--- src/rtl/ulpb_layer_ctrl.sv ---
// ulpb_layer_ctrl: host-side link-layer controller for a ULPB node
//   transmit path: accepts one host message, requests the node to send it,
//   waits for the receiver ACK with a timeout and retries up to MAX_RETRY times.
//   receive path: single-entry buffer between the node and the host with a
//   REQ/ACK handshake toward the node and VALID/READY toward the host.
// Ports:
//   i_clk, i_rst                       clock, synchronous active-high reset
//   i_tx_valid/i_tx_addr/i_tx_data     host message in; o_tx_ready accepts it
//   o_tx_done/o_tx_fail                one-cycle result pulses
//   o_addr_in/o_data_in/o_req_tx       transmit request to the node
//   i_ack_tx/i_ack_received            node accepted request / receiver ACK seen
//   i_req_rx/i_addr_out/i_data_out     received message from the node
//   o_ack_rx                           receive acknowledge to the node
//   o_rx_valid/o_rx_addr/o_rx_data     buffered message to host; i_rx_ready consumes
module ulpb_layer_ctrl #(
    parameter int ADDR_WIDTH  = 8,
    parameter int DATA_WIDTH  = 32,
    parameter int MAX_RETRY   = 3,
    parameter int ACK_TIMEOUT = 255
) (
    input  logic                  i_clk,
    input  logic                  i_rst,
    input  logic                  i_tx_valid,
    input  logic [ADDR_WIDTH-1:0] i_tx_addr,
    input  logic [DATA_WIDTH-1:0] i_tx_data,
    output logic                  o_tx_ready,
    output logic                  o_tx_done,
    output logic                  o_tx_fail,
    output logic [ADDR_WIDTH-1:0] o_addr_in,
    output logic [DATA_WIDTH-1:0] o_data_in,
    output logic                  o_req_tx,
    input  logic                  i_ack_tx,
    input  logic                  i_ack_received,
    input  logic                  i_req_rx,
    input  logic [ADDR_WIDTH-1:0] i_addr_out,
    input  logic [DATA_WIDTH-1:0] i_data_out,
    output logic                  o_ack_rx,
    output logic                  o_rx_valid,
    output logic [ADDR_WIDTH-1:0] o_rx_addr,
    output logic [DATA_WIDTH-1:0] o_rx_data,
    input  logic                  i_rx_ready
);
    localparam int CW = (ACK_TIMEOUT > 1) ? $clog2(ACK_TIMEOUT + 1) : 1;
    localparam int RW = (MAX_RETRY > 1) ? $clog2(MAX_RETRY + 1) : 1;
    localparam logic [CW-1:0] TIMEOUT_LD = CW'(ACK_TIMEOUT);
    localparam logic [RW-1:0] RETRY_MAX  = RW'(MAX_RETRY);

    typedef enum logic [1:0] {T_IDLE, T_REQ, T_RELEASE, T_WAIT_ACK} tx_state_t;
    typedef enum logic {R_IDLE, R_ACK} rx_state_t;

    tx_state_t             r_tx_state;
    rx_state_t             r_rx_state;
    logic [CW-1:0]         r_cnt;
    logic [RW-1:0]         r_retry;
    logic                  r_tx_done;
    logic                  r_tx_fail;
    logic                  r_req_tx;
    logic [ADDR_WIDTH-1:0] r_addr_in;
    logic [DATA_WIDTH-1:0] r_data_in;
    logic                  r_ack_rx;
    logic                  r_rx_valid;
    logic [ADDR_WIDTH-1:0] r_rx_addr;
    logic [DATA_WIDTH-1:0] r_rx_data;
    logic                  w_consume;

    assign w_consume  = r_rx_valid & i_rx_ready;
    assign o_tx_ready = (r_tx_state == T_IDLE);
    assign o_tx_done  = r_tx_done;
    assign o_tx_fail  = r_tx_fail;
    assign o_req_tx   = r_req_tx;
    assign o_addr_in  = r_addr_in;
    assign o_data_in  = r_data_in;
    assign o_ack_rx   = r_ack_rx;
    assign o_rx_valid = r_rx_valid;
    assign o_rx_addr  = r_rx_addr;
    assign o_rx_data  = r_rx_data;

    always_ff @(posedge i_clk) begin
        if (i_rst) begin
            r_tx_state <= T_IDLE;
            r_cnt      <= '0;
            r_retry    <= '0;
            r_tx_done  <= 1'b0;
            r_tx_fail  <= 1'b0;
            r_req_tx   <= 1'b0;
            r_addr_in  <= '0;
            r_data_in  <= '0;
        end else begin
            r_tx_done <= 1'b0;
            r_tx_fail <= 1'b0;
            case (r_tx_state)
                T_IDLE: if (i_tx_valid) begin
                    r_addr_in  <= i_tx_addr;
                    r_data_in  <= i_tx_data;
                    r_retry    <= '0;
                    r_req_tx   <= 1'b1;
                    r_tx_state <= T_REQ;
                end
                T_REQ: if (i_ack_tx) begin
                    r_req_tx   <= 1'b0;
                    r_tx_state <= T_RELEASE;
                end
                T_RELEASE: if (!i_ack_tx) begin
                    r_cnt      <= TIMEOUT_LD;
                    r_tx_state <= T_WAIT_ACK;
                end
                T_WAIT_ACK: begin
                    // The result pulse is shown while still busy so that
                    // TX_READY only rises the cycle after the pulse.
                    if (r_tx_done | r_tx_fail)
                        r_tx_state <= T_IDLE;
                    else if (i_ack_received)
                        r_tx_done <= 1'b1;
                    else if (r_cnt != '0)
                        r_cnt <= r_cnt - 1'b1;
                    else if (r_retry < RETRY_MAX) begin
                        r_retry    <= r_retry + 1'b1;
                        r_req_tx   <= 1'b1;
                        r_tx_state <= T_REQ;
                    end else
                        r_tx_fail <= 1'b1;
                end
                default: r_tx_state <= T_IDLE;
            endcase
        end
    end

    always_ff @(posedge i_clk) begin
        if (i_rst) begin
            r_rx_state <= R_IDLE;
            r_ack_rx   <= 1'b0;
            r_rx_valid <= 1'b0;
            r_rx_addr  <= '0;
            r_rx_data  <= '0;
        end else begin
            case (r_rx_state)
                R_IDLE: begin
                    // A slot being consumed this cycle counts as free.
                    if (i_req_rx && (!r_rx_valid || w_consume)) begin
                        r_rx_addr  <= i_addr_out;
                        r_rx_data  <= i_data_out;
                        r_rx_valid <= 1'b1;
                        r_ack_rx   <= 1'b1;
                        r_rx_state <= R_ACK;
                    end else if (w_consume)
                        r_rx_valid <= 1'b0;
                end
                R_ACK: begin
                    if (!i_req_rx) begin
                        r_ack_rx   <= 1'b0;
                        r_rx_state <= R_IDLE;
                    end
                    if (w_consume)
                        r_rx_valid <= 1'b0;
                end
                default: r_rx_state <= R_IDLE;
            endcase
        end
    end
endmodule

--- config.mk ---
export PLATFORM = sky130hd
export DESIGN_NAME = ulpb_layer_ctrl
export DESIGN_NICKNAME = d
export VERILOG_FILES = /design/src/rtl/ulpb_layer_ctrl.sv
export SDC_FILE = /design/constraint.sdc
export NUM_CORES = 1
export LEC_CHECK = 0
export BUFFER_PORTS_ARGS = -buffer_cell sky130_fd_sc_hd__buf_2
export CAP_MARGIN = 25
export CORE_MARGIN = 5
export CORE_UTILIZATION = 35
export DETAILED_ROUTE_END_ITERATION = 16
export HOLD_SLACK_MARGIN = 0.05
export RECOVER_POWER = 100
export SETUP_SLACK_MARGIN = 0.15
export SYNTH_ARGS = -nofsm -noshare
export SYNTH_HDL_FRONTEND = slang
export SYNTH_SLANG_ARGS = --single-unit
--- constraint.sdc ---
create_clock -name i_clk -period 2.1 [get_ports i_clk]
set_clock_uncertainty 0.15 [all_clocks]
set_input_delay 0.105 -clock i_clk [delete_from_list [all_inputs] [get_ports i_clk]]
set_output_delay 0.105 -clock i_clk [all_outputs]
set_load 0.01 [all_outputs]
# Yosys cells after proc, flatten, opt, wreduce, memory -nomap -nowiden
# Index checks and enable logic that the tools add are counted.
dict set report classes {
  addsub 2
  order_cmp 1
  n_eq_ne 16
  mux 37
  bitwise_logic 4
  reduce_logical 17
}
# op count
set ops {}
lappend ops {{two-way mux 8 bit} 4}
lappend ops {{two-way mux 2 bit} 12}
lappend ops {{inequality test 2 bit, second input constant} 10}
lappend ops {{case mux 8 bit (2 select lines)} 1}
lappend ops {{two-way mux 1 bit} 14}
lappend ops {{AND reduction 6 bit} 2}
lappend ops {{inequality test 3 bit, second input constant} 3}
lappend ops {{case mux 2 bit (4 select lines)} 1}
lappend ops {{nonzero test 8 bit} 1}
lappend ops {{subtractor 8 x 1 -> 8 bit, second input constant} 1}
lappend ops {{AND reduction 7 bit} 1}
lappend ops {{case mux 1 bit (2 select lines)} 3}
lappend ops {{AND reduction 2 bit} 3}
lappend ops {{AND reduction 5 bit} 1}
lappend ops {{OR reduction 5 bit} 1}
lappend ops {{== test 2 bit, second input constant} 2}
lappend ops {{case mux 2 bit (2 select lines)} 1}
lappend ops {{nonzero test 2 bit} 2}
lappend ops {{case mux 1 bit (3 select lines)} 1}
lappend ops {{nonzero test 3 bit} 1}
lappend ops {{OR reduction 3 bit} 1}
lappend ops {{adder 2 x 1 -> 2 bit, second input constant} 1}
lappend ops {{== test 2 x 1 -> 1 bit, second input constant} 1}
lappend ops {{logical NOT 2 bit} 1}
lappend ops {{other kinds (7)} 8}
dict set report word_totals {
  reg_bits 98
  out_inout_bits 86
  wordCells 90
}

# Depth between registers and ports, before layout
# Gate-level depths: netlist (run 1).
dict set report depth {
  depth_word 6
  mapped_depth 7
  mapped_depth_nobuf 6
}

# Least setup slack after synthesis (run 1)
# No wires, ideal clock.
dict set report synth_path {
  path_type {flip-flop to flip-flop}
  start {reg r_tx_state[1]}
  end {reg r_retry[1]}
  setup_ns 0.070
  arrival_ns 1.707
  required_ns 1.880
  slack_ns 0.172
  stages_incl_launch_ff 6
  period_less_slack_ns 1.928
  cell_sequence {dfxtp_1 ha_1 buf_6 or3b_4 or4_1 a21oi_1}
}
dict set report synth_between {
  elab_chain_len 3
  elab_cells_between_ends 10
  classes_between {eq/ne (6); mux (1); reduce/logical (3)}
}
# element line
set synth_rtl {}
lappend synth_rtl {{start: declaration} 51} ;# tx_state_t r_tx_state;
lappend synth_rtl {{start signal: assignment} 80} ;# r_tx_state <= T_IDLE;
lappend synth_rtl {{start signal: assignment} 97} ;# r_tx_state <= T_REQ;
lappend synth_rtl {{start signal: assignment} 101} ;# r_tx_state <= T_RELEASE;
lappend synth_rtl {{== test 2 bit or logical NOT 2 bit (tied branches)} 91} ;# case (r_tx_state)
lappend synth_rtl {{inequality test 2 bit (no line) or nonzero test 2 bit (tied branches)} n/a}
lappend synth_rtl {{AND reduction 6 bit (no line)} n/a}
lappend synth_rtl {{end signal: assignment} 117} ;# r_retry <= r_retry + 1'b1;
lappend synth_rtl {{end: declaration} 54} ;# logic [RW-1:0] r_retry;
# Several ways; a longest one is shown, not always the timed one.
# A chain may end at the register's enable or synchronous reset.

# Final worst setup path (run 1)
dict set report layout_path {
  start {reg r_tx_state[1]}
  end {reg r_cnt[5]}
}
dict set report layout_between {
  elab_chain_len 3
  elab_cells_between_ends 9
  classes_between {eq/ne (6); mux (1); reduce/logical (2)}
}
# element line
set layout_rtl {}
lappend layout_rtl {{== test 2 bit} 91}
lappend layout_rtl {{inequality test 2 bit (no line) or nonzero test 2 bit (tied branches)} n/a}
lappend layout_rtl {{AND reduction 5 bit (no line)} n/a}
lappend layout_rtl {{end signal: assignment} 115} ;# r_cnt <= r_cnt - 1'b1;
lappend layout_rtl {{end: declaration} 53} ;# logic [CW-1:0] r_cnt;
# Several ways; a longest one is shown, not always the timed one.

==> results by group, run 1 <==
Run status
  – Status: complete, no violations

Global route
  – First-pass GRT wire length: 18.9 mm
  – Antenna violations before repair: 0
  – Largest net degree at the start of global routing: 54
  – Vias in the first global route: 4097
  – Gr ovfl total: 0
  – Global-route usage over all layers: 17.4%

Timing
  – RSZ-0062 raised after global routing: true
  – Slew headroom: 29.4%
  – Final hold viol count: 0
  – Minimum clock period: 1980 ps
  – Setup violators final: 0
  – Final hold slack: 125 ps
  – Final worst-path cycle share: 94.3%
  – Slew @ Worst Pin: 1060 ps
  – Setup TNS: 0 ps
  – Fin. max-slew vios: 0
  – Maximum clock rate: 0.505 GHz

Worst setup path
  – Worst setup SP type: flop
  – Worst Path Arrival: 2030 ps
  – Crit path cell chain: ha_1, buf_4, and2b_1, o21ai_0, o31ai_1, a21oi_1
  – Slowest CP cell: dfxtp_4
  – Setup Crit Path Kind: flop to flop
  – CP max stage delay: 380 ps
  – Crit. End Element: flop
  – Max FO, Critical Path: 8
  – CP required: 2150 ps

Detailed routing
  – Routed wire length: 12.0 mm
  – DRT antenna net count: 0
  – DRC: 0
  – Via-to-Cell Ratio: 4.76
  – Drt initial violations: 198
  – Vias: 4143
  – Pre-antenna DRT Iters: 4
  – Wire length per cell: 13.7 µm

Cells and area
  – Design area: 5900 µm²
  – ANT cells: 0
  – Filler cells: 1019
  – Nets@finish: 821
  – Synth-to-layout area growth: 53.8%
  – Proportion of layout cells with a drive suffix above 1: 18.5%
  – Post-layout util: 54.6%
  – Cell Count, Final, Fillers Out: 870

CTS
  – CTS tree: done
  – Worst-skew pair later-pin latency: 360 ps
  – Clk sinks: 98
  – Clock Pin Slew Worst Setup and Hold Paths: 90 ps
  – CTS Buf Count: 9
  – CTS max path bufs: 2
  – CTS root buf: clkbuf_8
  – H-tree Lvls: 3

Logic synthesis
  – Cell count after synthesis: 473
  – Mean Syn Cell Area: 8.11 µm²
  – Syn_nets: 569
  – Synth Flop Type: dfxtp_1
  – Leading area contributor after synthesis: dfxtp_1
  – Count of cell types in the netlist: 45
  – Post-synthesis register bit count: 98
  – FFs w/ async S/R, synth: 0%
  – Synth top cells by count: nand2_1, dfxtp_1, a21oi_1
  – Post-synth EDFFs: 0
  – Synth area leaders: dfxtp_1, nand2_1, a21oi_1, ha_1, clkbuf_1
  – Cell Area, Synth: 3840 µm²
  – Most common cell in the synthesized netlist: nand2_1
  – Syn. warnings: 0
  – Register area share after synthesis: 51.1%
  – Post-synth top area share: 51.1%

Place
  – Dpl hpwl: 7.58 mm
  – Port Buffers: 172
  – Routability cong.: 0.785
  – Area of placed instances: 4830 µm²
  – Dpl cells: 763

Job
  – Max Cap Viol: 0

Die
  – Die width: 115 µm
  – Die Y: 115 µm
  – Initial Util: 35.5%
  – IO Pins: 173
  – Core area: 10800 µm²
  – Die Area: 13200 µm²
  – Std-Cell Rows: 38

Power and ir drop
  – Leak: 2.37 nW
  – Max IR drop VDD: 0.433 mV
  – Pwr Density: 987 nW/µm²

Min path
  – Worst hold path class: primary input to flop
[flip-flops by register name, summed over array words and instances, names as in the netlist, 2 cells and up]
name        cells
o_rx_data      32
o_data_in      32
r_retry         2
o_rx_addr       8
r_cnt           8
r_tx_state      2
o_addr_in       8
[final cells by class]
cell class	instances	area, µm²	share of cell area (%)
Clock inverter	4	48.8	0.827
Inverter	8	30.0	0.509
Multi-Input combinational cell	336	1790	30.3
Tap cell	140	175	2.97
Clock buffer	12	155	2.63
Sequential cell	98	1970	33.4
Timing Repair Buffer	272	1730	29.4
[layer usage]
metal	share of wire (%)	global-route usage (%)	routed length, µm	vias up
li1	-	-	-	2079
met1	41	20.3	4910	1891
met2	48	29.2	5760	156
met3	8.8	5.66	1050	17
met4	2.0	7.82	238	0
met5	0	0	0	-
[cells by family after synthesis]
logic type | synth area share (%)
flops | 51.1
compound gates | 17.2
simple gates | 23.9
mux | 0.522
buf+inv | 4.24
fa+ha+maj | 2.94
[through the flow]
stage	setup slack, ps	power (mW)
CTS	166	5.62
global placement	172	4.17
detailed placement	11.1	4.20
finish	120	5.82
global route	54.1	6.19
floorplan	172	3.59
[path summary, 6_finish.rpt]
| check | from | to | slack (ps) | cells after the start |
|---|---|---|---|---|
| max | r_tx_state[1]$_SDFFE_PP0P_ | r_cnt[5]$_SDFFE_PP0P_ | 120 | 6 |
| min | i_tx_valid | o_addr_in[3]$_SDFFE_PP0P_ | 120 | 5 |
| max reg2reg | r_tx_state[1]$_SDFFE_PP0P_ | r_cnt[5]$_SDFFE_PP0P_ | 120 | 6 |
| min reg2reg | o_rx_data[17]$_SDFFE_PP0P_ | o_rx_data[17]$_SDFFE_PP0P_ | 310 | 2 |
[report_power, final]
part           switching (mW)  internal [mW]  total, mW
registers               0.231           2.13       2.36
logic                    1.22          0.974       2.19
clock network           0.649          0.618       1.27
[critical path: cells and delay by family (launching register included)]
family | cells | cell delay (ps)
flops | 1 | 380
buf+inv | 1 | 190
simple gates | 1 | 270
compound gates | 3 | 610
fa+ha+maj | 1 | 220
[placed cells by master, fill, tap and decap left out, types with 3 or more instances in the layout]
| master | netlist | final |
|---|---|---|
| clkbuf_1 | 28 | 89 |
| a21oi_1 | 90 | 89 |
| nor3b_1 | 4 | 4 |
| o31ai_1 | 3 | 3 |
| buf_4 | 0 | 10 |
| dfxtp_1 | 98 | 95 |
| o21ai_0 | 4 | 5 |
| a31oi_1 | 4 | 4 |
| nand3_1 | 3 | 3 |
| clkbuf_8 | 0 | 11 |
| buf_2 | 1 | 85 |
| nand2_1 | 168 | 168 |
| ha_1 | 9 | 8 |
| nand2b_1 | 6 | 6 |
| inv_1 | 8 | 6 |
| a311oi_1 | 3 | 3 |
| nor2_1 | 5 | 5 |
| dlygate4sd3_1 | 0 | 85 |
[what timing repair did]
action	CTS	global route
pin swaps	1	4
hold endpoints to repair	89	0
buffers inserted	0	6
hold buffers	85	0
resized for setup	4	17
setup endpoints to repair	10	11
Note: power is estimated with default switching activity, not from simulation.
==> run 2, diff against run 1 <==
--- a/config.mk
+++ b/config.mk
@@ -7,10 +7,14 @@
 export LEC_CHECK = 0
 export BUFFER_PORTS_ARGS = -buffer_cell sky130_fd_sc_hd__buf_2
 export CAP_MARGIN = 25
+export CELL_PAD_IN_SITES_DETAIL_PLACEMENT = 2
+export CELL_PAD_IN_SITES_GLOBAL_PLACEMENT = 2
+export CORE_ASPECT_RATIO = 0.6
 export CORE_MARGIN = 5
-export CORE_UTILIZATION = 35
+export CORE_UTILIZATION = 25
 export DETAILED_ROUTE_END_ITERATION = 16
 export HOLD_SLACK_MARGIN = 0.05
+export PLACE_DENSITY_LB_ADDON = 0.1
 export RECOVER_POWER = 100
 export SETUP_SLACK_MARGIN = 0.15
 export SYNTH_ARGS = -nofsm -noshare
==> constraint.sdc (replaced) <==
create_clock -name i_clk -period 2.1 [get_ports i_clk]
set_clock_uncertainty 0.15 [all_clocks]
set_input_delay 0.105 -clock i_clk [delete_from_list [all_inputs] [get_ports i_clk]]
set_output_delay 0.105 -clock i_clk [all_outputs]
set_load 0.02 [all_outputs]
==> results by group, run 2 (same netlist as run 1, synthesis figures left out) <==
Worst setup path
  – CP required: 2220 ps (was 2150 ps)
  – Slowest CP cell: or4_1 (was dfxtp_4)
  – Crit path cell chain: inv_4, ha_4, nor4b_4, nand2_2, or4_1, a21oi_1 (was ha_1, buf_4, and2b_1, o21ai_0, o31ai_1, a21oi_1)
  – Max FO, Critical Path: 6 (was 8)
  – Crit. End Element: flop (unchanged)
  – Setup Crit Path Kind: flop to flop (unchanged)
  – Crit path buffers/inverters: 1 (unchanged)
  – Crit path depth: 6 (unchanged)
  – FF-to-FF path depth: 6 (unchanged)
  – Family with the most delay on the worst path: simple AND/OR/NAND/NOR gates (was compound AO/OA/AOI/OAI gates)
  – Reg-to-reg slack, setup: 90 ps (was 120 ps)
  – Worst R2R End: r_retry[1]$_SDFFE_PP0P_ (was r_cnt[5]$_SDFFE_PP0P_)
  – CP max stage delay: 560 ps (was 380 ps)
  – Worst Path Arrival: 2130 ps (was 2030 ps)
  – RR Startpoint: r_cnt[0]$_SDFFE_PP0P_ (was r_tx_state[1]$_SDFFE_PP0P_)
  – Crit path to: r_retry[1]$_SDFFE_PP0P_ (was r_cnt[5]$_SDFFE_PP0P_)
  – Worst setup SP type: flop (unchanged)
  – Crit path from: r_cnt[0]$_SDFFE_PP0P_ (was r_tx_state[1]$_SDFFE_PP0P_)

Global route
  – Largest net degree at the start of global routing: 66 (was 54)
  – Busiest grt layer: met2 (unchanged)
  – Met3 Use GR: 5.35% (was 5.66%)
  – Global-route usage over all layers: 17.5% (was 17.4%)
  – Met2 Usage GRT: 29.3% (was 29.2%)
  – First-pass GRT wire length: 25.2 mm (was 18.9 mm)
  – Antenna violations before repair: 0 (unchanged)
  – Vias in the first global route: 4697 (was 4097)
  – Met1 usage: 22.0% (was 20.3%)
  – Gr ovfl total: 0 (unchanged)

CTS
  – CTS root buf: clkbuf_16 (was clkbuf_8)
  – Worst-skew pair later-pin latency: 340 ps (was 360 ps)
  – Clk sinks: 98 (unchanged)
  – CTS Buf Count: 9 (unchanged)
  – H-tree Lvls: 3 (unchanged)
  – CTS tree: done (unchanged)
  – Clock Pin Slew Worst Setup and Hold Paths: 70 ps (was 90 ps)
  – CTS max path bufs: 2 (unchanged)

Detailed routing
  – DRC: 0 (unchanged)
  – DRT antenna net count: 0 (unchanged)
  – Vias: 4293 (was 4143)
  – Routed wire length: 16.5 mm (was 12.0 mm)
  – Via-to-Cell Ratio: 4.58 (was 4.76)
  – Pre-antenna DRT Iters: 4 (unchanged)
  – Drt initial violations: 144 (was 198)
  – Wire length per cell: 17.5 µm (was 13.7 µm)

Timing
  – RSZ-0062 raised after global routing: true (unchanged)
  – Slew headroom: 51.0% (was 29.4%)
  – Minimum clock period: 2010 ps (was 1980 ps)
  – Final hold viol count: 0 (unchanged)
  – Slew @ Worst Pin: 735 ps (was 1060 ps)
  – Fin. max-slew vios: 0 (unchanged)
  – Maximum clock rate: 0.497 GHz (was 0.505 GHz)
  – Setup violators final: 0 (unchanged)
  – Final worst-path cycle share: 95.8% (was 94.3%)
  – Setup TNS: 0 ps (unchanged)

Die
  – Initial Util: 25.2% (was 35.5%)
  – Die Area: 18000 µm² (was 13200 µm²)
  – Die width: 170 µm (was 115 µm)
  – Die Y: 106 µm (was 115 µm)
  – Core area: 15200 µm² (was 10800 µm²)
  – IO Pins: 173 (unchanged)
  – Std-Cell Rows: 35 (was 38)

Cells and area
  – Design area: 6150 µm² (was 5900 µm²)
  – Post-layout util: 40.4% (was 54.6%)
  – Proportion of layout cells with a drive suffix above 1: 20.0% (was 18.5%)
  – Area of the multi-input gates: 1790 µm² (about the same)
  – Reg area: 1970 µm² (about the same)
  – Commonest non-fill, non-tap cell in the layout: nand2_1 (unchanged)
  – Synth-to-layout area growth: 60.2% (was 53.8%)
  – Nets@finish: 826 (was 821)
  – ANT cells: 0 (unchanged)
  – Filler cells: 1757 (was 1019)
  – Most frequent cells in the layout: nand2_1, dfxtp_1, a21oi_1, clkbuf_1, buf_2 (was nand2_1, dfxtp_1, a21oi_1, clkbuf_1)

Place
  – Port Buffers: 172 (unchanged)
  – Routability cong.: 0.780 (was 0.785)
  – Dpl hpwl: 10.5 mm (was 7.58 mm)
  – Area of placed instances: 4960 µm² (was 4830 µm²)

Power and ir drop
  – Max IR drop VDD: 0.433 mV (about the same)
  – Pwr Density: 1120 nW/µm² (was 987 nW/µm²)
  – Leak: 2.45 nW (was 2.37 nW)

Min path
  – Worst hold path class: primary input to flop (unchanged)

Job
  – Max Cap Viol: 0 (unchanged)

Run status
  – Status: complete, no violations (unchanged)
## run 2: changes by cell type in the layout (fill, tap and decap cells not counted), moves of 2 or more
cell	change
buf_4	+8
bufinv_16	+2
inv_4	+2
buf_12	-2
clkbuf_16	+9
clkbuf_8	-11
o21ai_0	-2
clkbuf_1	-2
o41ai_2	+2
inv_2	-2
## run 2: worst min-delay path by stage
stage	endpoint	start	cells after the start	slack, ps
3_3_place_gp	o_rx_data[20]$_SDFFE_PP0P_	i_data_out[20]	3	190
3_5_place_dp	o_rx_data[5]$_SDFFE_PP0P_	i_data_out[5]	3	200
5_1_grt	o_addr_in[2]$_SDFFE_PP0P_	i_tx_valid	5	200
2_1_floorplan	o_addr_in[0]$_SDFFE_PP0P_	i_tx_addr[0]	2	90
4_1_cts	o_data_in[31]$_SDFFE_PP0P_	i_tx_valid	5	150
6_report	o_data_in[31]$_SDFFE_PP0P_	i_tx_valid	5	160
## run 2: worst register-to-register path: cells and delay by family, from the launching register on
kind,cells,cell delay (ps)
simple gates,3,1100
buf+inv,1,70
flops,1,360
compound gates,1,130
fa+ha+maj,1,130
## run 2: layout make-up
| class | count | area share (%) |
|---|---|---|
| flip-flops and latches | 98 | 32.1 |
| multi-input cells | 336 | 29.1 |
| repair buffers | 277 | 28.6 |
| well taps | 203 | 4.13 |
| clock buffers | 10 | 3.73 |
| clock inverters | 6 | 1.83 |
| inverters | 8 | 0.570 |
## run 2: power by group
group          internal [mW]  leakage (nW)  switching (mW)  total (mW)
clock                   1.17         0.167           0.744        1.92
sequential              2.13         0.805           0.229        2.36
combinational           1.04          1.48            1.56        2.60
## run 2: routing by layer
metal  vias to the layer above  part of all wire, %
li1                       2090                    -
met1                      2036                   44
met2                       144                   47
met3                        23                  7.4
met4                         0                  1.7
met5                         -                    0
## run 2: timing repair
item	CTS	global route
hold buffers	84	0
buffers inserted	2	6
gates resized for setup	5	23
endpoints found under the hold margin	87	0
setup endpoints to repair	11	33
pin swaps	0	5
## run 2: stage by stage
step / total power, mW / setup WS, ps / std cells / hold WS, ps
after floorplan: 3.74 / 172 / 473 / 91.0
after global placement: 4.42 / 139 / 830 / 194
after detailed placement: 4.49 / 67.9 / 830 / 204
after CTS: 6.66 / 138 / 932 / 155
after global routing: 7.29 / 6.50 / 938 / 198
final: 6.87 / 87.7 / 938 / 162
==> run 3, diff against run 2 <==
--- a/config.mk
+++ b/config.mk
@@ -12,6 +12,7 @@
 export CORE_ASPECT_RATIO = 0.6
 export CORE_MARGIN = 5
 export CORE_UTILIZATION = 25
+export CTS_BUF_LIST = sky130_fd_sc_hd__clkbuf_8 sky130_fd_sc_hd__clkbuf_16
 export DETAILED_ROUTE_END_ITERATION = 16
 export HOLD_SLACK_MARGIN = 0.05
 export PLACE_DENSITY_LB_ADDON = 0.1
==> results by group, run 3 (same netlist as run 1, synthesis figures left out) <==
Job
  – Max Cap Viol: 0 (unchanged)

Detailed routing
  – Wire length per cell: 17.5 µm (about the same)
  – Routed wire length: 16.5 mm (about the same)
  – Vias: 4292 (was 4293)
  – DRC: 0 (unchanged)
  – Pre-antenna DRT Iters: 4 (unchanged)
  – Drt initial violations: 153 (was 144)
  – DRT antenna net count: 0 (unchanged)
  – Via-to-Cell Ratio: 4.58 (about the same)

Global route
  – Global-route usage over all layers: 17.5% (unchanged)
  – Vias in the first global route: 4697 (unchanged)
  – Antenna violations before repair: 0 (unchanged)
  – Gr ovfl total: 0 (unchanged)
  – Met2 Usage GRT: 29.3% (unchanged)
  – Busiest grt layer: met2 (unchanged)
  – First-pass GRT wire length: 25.2 mm (unchanged)
  – Met1 usage: 22.0% (unchanged)
  – Largest net degree at the start of global routing: 66 (unchanged)
  – Met3 Use GR: 5.35% (unchanged)

CTS
  – Clock Pin Slew Worst Setup and Hold Paths: 70 ps (about the same)
  – Clk sinks: 98 (unchanged)
  – CTS tree: done (unchanged)
  – H-tree Lvls: 3 (unchanged)
  – CTS root buf: clkbuf_16 (unchanged)
  – Worst-skew pair later-pin latency: 340 ps (about the same)
  – CTS Buf Count: 9 (unchanged)
  – CTS max path bufs: 2 (unchanged)

Power and ir drop
  – Proportion of power drawn by flip-flops and latches: 34.4% (was 34.3%)
  – Clock power share: 27.8% (was 27.9%)
  – Int Pwr: 4.33 mW (was 4.34 mW)
  – Pwr Density: 1120 nW/µm² (about the same)
  – Logic pwr share: 37.8% (about the same)
  – Total power: 6.87 mW (about the same)
  – Max IR drop VDD: 0.433 mV (about the same)
  – Net Switching: 2.53 mW (about the same)
  – Leak: 2.45 nW (about the same)
  – Switching Share: 36.9% (about the same)

Cells and area
  – Synth-to-layout area growth: 60.2% (unchanged)
  – ANT cells: 0 (unchanged)
  – Most frequent cells in the layout: nand2_1, dfxtp_1, a21oi_1, clkbuf_1, buf_2 (unchanged)
  – Proportion of layout cells with a drive suffix above 1: 20.0% (unchanged)
  – Commonest non-fill, non-tap cell in the layout: nand2_1 (unchanged)
  – Nets@finish: 826 (unchanged)

Place
  – Port Buffers: 172 (unchanged)
  – Dpl hpwl: 10.5 mm (unchanged)
  – Routability cong.: 0.780 (unchanged)

Worst setup path
  – Worst R2R End: r_retry[1]$_SDFFE_PP0P_ (unchanged)
  – Family with the most delay on the worst path: simple AND/OR/NAND/NOR gates (unchanged)
  – Reg-to-reg slack, setup: 90 ps (about the same)
  – Max FO, Critical Path: 6 (unchanged)
  – Slowest CP cell: or4_1 (unchanged)
  – RR Startpoint: r_cnt[0]$_SDFFE_PP0P_ (unchanged)
  – Crit path cell chain: inv_4, ha_4, nor4b_4, nand2_2, or4_1, a21oi_1 (unchanged)
  – Worst setup SP type: flop (unchanged)
  – Worst Path Arrival: 2130 ps (about the same)
  – CP required: 2220 ps (about the same)
  – FF-to-FF path depth: 6 (unchanged)
  – Crit path buffers/inverters: 1 (unchanged)
  – Setup Crit Path Kind: flop to flop (unchanged)
  – Crit path from: r_cnt[0]$_SDFFE_PP0P_ (unchanged)
  – Crit. End Element: flop (unchanged)
  – CP max stage delay: 560 ps (about the same)

Timing
  – Final worst-path cycle share: 95.8% (about the same)
  – Slew headroom: 51.0% (about the same)
  – RSZ-0062 raised after global routing: true (unchanged)
  – Setup violators final: 0 (unchanged)
  – Final hold viol count: 0 (unchanged)
  – Fin. max-slew vios: 0 (unchanged)
  – Maximum clock rate: 0.497 GHz (unchanged)
  – Minimum clock period: 2010 ps (about the same)
  – Slew @ Worst Pin: 735 ps (about the same)
  – Setup TNS: 0 ps (unchanged)

Die
  – Die Y: 106 µm (unchanged)
  – IO Pins: 173 (unchanged)
  – Core area: 15200 µm² (unchanged)
  – Die Area: 18000 µm² (unchanged)
  – Die width: 170 µm (unchanged)
  – Initial Util: 25.2% (unchanged)
  – Std-Cell Rows: 35 (unchanged)

Min path
  – Hold Crit Start: i_tx_valid (unchanged)
  – Hold path cells: 5 (unchanged)
  – Worst hold path class: primary input to flop (unchanged)
  – Hold worst-path end: o_data_in[31]$_SDFFE_PP0P_ (unchanged)

Run status
  – Status: complete, no violations (unchanged)
run 3: final cells by class:
type,count,area [µm²]
clock buffer,9,225
clock inverter,7,116
multi-input combinational,336,1790
sequential,98,1970
inverter,8,35.0
tap,203,254
fill,1757,9050
timing repair buffer,277,1760
run 3: routing by layer:
layer / vias to the layer above / wire length (µm)
met5: - / 0
met4: 0 / 287
met3: 23 / 1180
met2: 142 / 7690
met1: 2037 / 7300
li1: 2090 / -
run 3: per-stage QoR:
step	hold slack (ps)	utilization (%)	setup WS (ps)	instances	cell area, µm²
2_1_floorplan	91.0	-	172	473	3840
3_3_place_gp	194	32.6	139	830	4960
3_5_place_dp	204	32.6	67.9	830	4960
4_1_cts	155	40.6	138	932	6170
5_1_grt	198	40.4	6.50	938	6150
6_report	162	40.4	87.7	938	6150
run 3: timing repair:
action | 4_1_cts | 5_1_grt
gates cloned | 0 | 0
hold buffers | 84 | 0
gates resized for setup | 5 | 23
endpoints found under the setup margin | 11 | 33
pin swaps | 0 | 5
hold endpoints to repair | 87 | 0
buffers inserted | 2 | 6
run 3: how the worst max path moves through the flow:
| stage | end | cells past startpoint | slack [ps] |
|---|---|---|---|
| 2_1_floorplan | r_retry[1]$_SDFFE_PP0P_ | 5 | 170 |
| 3_3_place_gp | r_cnt[3]$_SDFFE_PP0P_ | 5 | 140 |
| 3_5_place_dp | r_cnt[7]$_SDFFE_PP0P_ | 5 | 70 |
| 4_1_cts | r_retry[0]$_SDFFE_PP0P_ | 4 | 140 |
| 5_1_grt | r_retry[1]$_SDFFE_PP0P_ | 6 | 7 |
| 6_report | r_retry[1]$_SDFFE_PP0P_ | 6 | 90 |
run 3: power by group through the flow:
stage / clock network, mW / registers [mW] / logic, mW
finish: 1.91 / 2.36 / 2.60
global placement: 0 / 2.35 / 2.07
global route: 2.05 / 2.40 / 2.85
CTS: 1.99 / 2.32 / 2.34
floorplan: 0 / 2.54 / 1.19
detailed placement: 0 / 2.36 / 2.13
run 3: worst reg2reg max path, cell delays in order (launching register included):
cell	delay, ps
dfxtp_4	360
inv_4	70
ha_4	130
nor4b_4	390
nand2_2	150
or4_1	560
a21oi_1	130
